File: src/rtl/led_mode_sched.sv
`default_nettype none
// ============================================================================
// Module   : led_mode_sched
// Purpose  : Steps one of four LED pattern engines and sequences between
//            modes. LED_SCHED_AUTO_EN adds the auto port and timed advance.
// Revision : 1.0
// ============================================================================
module led_mode_sched #(
   parameter int TICK_DIV       = 4,
   parameter int STEPS_PER_MODE = 16
) (
   input  logic       clk,
   input  logic       reset,
   input  logic       next,
   input  logic       hold,
`ifdef LED_SCHED_AUTO_EN
   input  logic       auto,
`endif
   output logic [3:0] en,
   output logic [3:0] mode_rst,
   output logic [1:0] sel
);

   localparam int c_PRE_W  = $clog2(TICK_DIV);
   localparam int c_STEP_W = (STEPS_PER_MODE > 1) ? $clog2(STEPS_PER_MODE) : 1;
   localparam logic [c_PRE_W-1:0]  c_PRE_LAST  = c_PRE_W'(TICK_DIV - 1);
   localparam logic [c_STEP_W-1:0] c_STEP_LAST = c_STEP_W'(STEPS_PER_MODE - 1);

   localparam logic [0:0] c_ST_RUN    = 1'b0;
   localparam logic [0:0] c_ST_SWITCH = 1'b1;

   logic [0:0]          r_state;
   logic [c_PRE_W-1:0]  r_pre_cnt;
   logic [c_STEP_W-1:0] r_step_cnt;
   logic [3:0]          r_en;
   logic [3:0]          r_mode_rst;
   logic [1:0]          r_sel;

   logic       w_step;
   logic       w_wrap;
   logic       w_step_last;
   logic       w_expire;
   logic       w_advance;
   logic [1:0] w_sel_nxt;

   function automatic logic [3:0] f_onehot(input logic [1:0] i_idx);
      return 4'b0001 << i_idx;
   endfunction

   assign w_step      = (r_state == c_ST_RUN) && !hold;
   assign w_wrap      = w_step && (r_pre_cnt == c_PRE_LAST);
   assign w_step_last = (r_step_cnt == c_STEP_LAST);
   assign w_sel_nxt   = r_sel + 2'd1;

`ifdef LED_SCHED_AUTO_EN
   assign w_expire = auto && w_wrap && w_step_last;
`else
   assign w_expire = 1'b0;
`endif

   // A next pulse coinciding with expiry still produces a single advance.
   assign w_advance = (next && w_step) || w_expire;

   always_ff @(posedge clk or posedge reset) begin
      if (reset) begin
         r_state    <= c_ST_RUN;
         r_pre_cnt  <= '0;
         r_step_cnt <= '0;
         r_en       <= 4'b0000;
         r_mode_rst <= 4'b0000;
         r_sel      <= 2'd0;
      end else begin
         r_en       <= 4'b0000;
         r_mode_rst <= 4'b0000;
         case (r_state)
            c_ST_RUN: begin
               if (w_step) begin
                  if (w_wrap) begin
                     r_pre_cnt <= '0;
                     r_en      <= f_onehot(r_sel);
                     if (!w_step_last) begin
                        r_step_cnt <= r_step_cnt + 1'b1;
                     end
                  end else begin
                     r_pre_cnt <= r_pre_cnt + 1'b1;
                  end
               end
               if (w_advance) begin
                  r_state <= c_ST_SWITCH;
               end
            end
            c_ST_SWITCH: begin
               r_sel      <= w_sel_nxt;
               r_mode_rst <= f_onehot(w_sel_nxt);
               r_pre_cnt  <= '0;
               r_step_cnt <= '0;
               r_state    <= c_ST_RUN;
            end
            default: begin
               r_state <= c_ST_RUN;
            end
         endcase
      end
   end

   assign en       = r_en;
   assign mode_rst = r_mode_rst;
   assign sel      = r_sel;

endmodule
`default_nettype wire

File: config.mk
export PLATFORM = sky130hd
export DESIGN_NAME = led_mode_sched
export DESIGN_NICKNAME = d
export VERILOG_FILES = /design/src/rtl/led_mode_sched.sv
export SDC_FILE = /design/constraint.sdc
export NUM_CORES = 1
export LEC_CHECK = 0
export BUFFER_PORTS_ARGS = -buffer_cell sky130_fd_sc_hd__buf_2
export CORE_AREA = 4 4 41 43
export CTS_BUF_LIST = sky130_fd_sc_hd__clkbuf_8
export CTS_CLUSTER_DIAMETER = 150
export CTS_CLUSTER_SIZE = 12
export DETAILED_ROUTE_END_ITERATION = 10
export DIE_AREA = 0 0 45 47
export SYNTH_ARGS = -nofsm -noshare
export SYNTH_HDL_FRONTEND = slang
export SYNTH_SLANG_ARGS = --single-unit
File: constraint.sdc
create_clock -name clk -period 2.2 [get_ports clk]
set_input_delay 0.22 -clock clk [delete_from_list [all_inputs] [get_ports clk]]
set_output_delay 0.22 -clock clk [all_outputs]
set_load 0.005 [all_outputs]
==> flow_metrics.tcl <==
set metrics [dict create \
    p_leak_nw 0.373 \
    worstSetupEndpointType "register" \
    grt_pass1_wl_mm 1.21 \
    grt_use_total_pct 8.69 \
    hold_start "hold" \
    syn_area_um2 520 \
    setup_violations 0 \
    h-tree-depth 1 \
    setup_tns_ns 0 \
    synth_area_leaders "dfrtp_1 63%, ha_1 12%, and2_1 9.6%" \
    clock_path_buffers 2 \
    overflow 0 \
    num_antenna_cells 0 \
    die_h_um 47 \
    seq_area_frac_synth_pct 62.5 \
    drt_iter0_markers 2 \
    core_um2 1300 \
    ant_nets 0 \
    clock-skew-final_ns 0.00105 \
    yosys_warnings 0 \
    arrival_ns 1.17 \
    num_rows 13 \
    root_buffer "clkbuf_8" \
    critical_path_required_ns 2.31 \
    power.density_nw_per_um2 1020 \
    clk_latency_ns 0.24 \
    yosysTopAreaCell "dfrtp_1" \
    start_util_pct 40.0 \
    hpwl_um 545 \
    syn_nets 48 \
    grt_max_degree 14 \
    die-area_um2 2120 \
    cp_max_fo 5 \
    vias 307 \
    crit_path_start_kind "register" \
    cts_buffers 3 \
    syn_area_per_cell_um2 13.3 \
    place_congestion 0.697 \
    critPathKind "register to register" \
    finalCritPeriodShare_pct 48.2 \
    drv_slew 0 \
    fillers 123 \
    clk_pin_slew_worst_paths_ns 0.05 \
    hp-class "input port to register" \
    p_total_w 0.000668 \
    max_clock_freq_mhz 942 \
    tightest_slew_ns 0.474 \
    syn2layout_area_growth_pct 25.2 \
    synth_cell_types 12 \
    cts_hold_buf 1 \
    cts_setup_buffers 0 \
    cts.sinks 13 \
    syn_inst 39 \
    first_global_vias 275 \
    antenna_found_initial 0 \
    portBuffers 13 \
    grt_setup_unrepaired "no" \
    reg2reg_from "sel[0]$_DFFE_PP0P_" \
    drv_cap 0 \
    hold_violations 0 \
    critical_path.startpoint "sel[0]$_DFFE_PP0P_" \
    slew_headroom_pct 68.3 \
    viasPerCell 4.32 \
    drc 0 \
    wl_per_cell_um 10.3 \
    rrSetupSlack_ns 1.14 \
    status "completed" \
    layout-drive-gt1-share_pct 30.4 \
    num-nets-final 66 \
    dr.pass1.iters 2 \
    synth_top_area_share_pct 62.5 \
    chipWidth_um 45 \
    fin_area_um2 652 \
    io_pins 14 \
    dpl-instance-area_um2 597 \
    ctsResizeCount 0 \
    vdd_drop_max_mv 0.387 \
    finalCriticalPeriod_ns 1.06 \
    ys_ff_latch 13 \
    drt-total-wl_um 731 \
    post-route-util_pct 50.1 \
    cts_tree "done" \
]
==> layout make-up <==
cell class                 instances  area, um^2  area share, %
sequential                        13         325           49.9
multi-input combinational         22         176           27.1
timing repair buffer              14        75.1           11.5
clock buffer                       3        41.3           6.33
tap                               15        18.8           2.88
inverter                           3        11.3           1.73
clock inverter                     1        3.75          0.576
==> worst max-delay path: stages, from the launching register on <==
cell and delay (ns):
dfrtp_1 0.42, inv_1 0.09, ha_1 0.29, nand2_1 0.06, o21ai_0 0.08
==> kinds of logic after synthesis <==
family	after synthesis	synth area share (%)
XOR/XNOR	2	3.37
flip-flops	13	62.5
AO/OA/AOI/OAI	1	0.961
AND/OR/NAND/NOR	13	15.6
adder cells (fa/ha/maj)	5	12.0
buffers and inverters	4	3.61
multiplexers	1	1.92
==> cell usage after synthesis (all sizes together) <==
library cell  number
ha                 5
xor2               2
nor3b              2
nor2               2
o21ai              1
buf                1
nand2              1
and2               8
mux2i              1
inv                3
dfrtp             13
==> cells in the final DEF, fill, tap and decap left out <==
cell	instances
dfrtp_1	13
and2_1	8
nand2_1	1
mux2i_1	1
inv_1	4
ha_1	5
nor2_1	2
clkbuf_8	3
dlygate4sd3_1	1
o21ai_0	1
xor2_1	2
nor3b_1	1
buf_2	13
nor3b_2	1
==> sequential cells by signal, summed over array words and instances (netlist names) <==
signal / cells
mode_rst: 4
sel: 2
en: 4
r_pre_cnt: 2
r_state: 1
==> per-stage QoR <==
step           cells  hold slack (ns)  setup slack [ns]
2_1_floorplan     39           0.0970              1.20
3_3_place_gp      66            0.260              1.15
3_5_place_dp      66            0.254              1.14
4_1_cts           71            0.215              1.13
5_1_grt           71            0.227              1.06
6_report          71            0.220              1.14
==> routing by layer <==
layer / GRT usage (%) / share of wire (%)
met5: 0 / 0
met2: 12.1 / 46
met3: 2.68 / 9.6
met4: 10.5 / 3.8
met1: 9.59 / 40
==> final timing paths <==
kind / end / cells past startpoint
setup / recovery: sel[1]$_DFFE_PP0P_ / 4
hold / removal: r_state$_DFF_PP0_ / 2
hold reg to reg: r_pre_cnt[1]$_DFFE_PP0P_ / 2
setup reg to reg: sel[1]$_DFFE_PP0P_ / 4
max in group asynchronous: en[3]$_DFF_PP0_ / 3
min in group asynchronous: en[0]$_DFF_PP0_ / 3
==> power breakdown <==
part,switching (W),internal (W)
clock network,0.0000787,0.000123
logic,0.0000720,0.0000726
registers,0.0000372,0.000285
(Power assumes the default switching activity.)
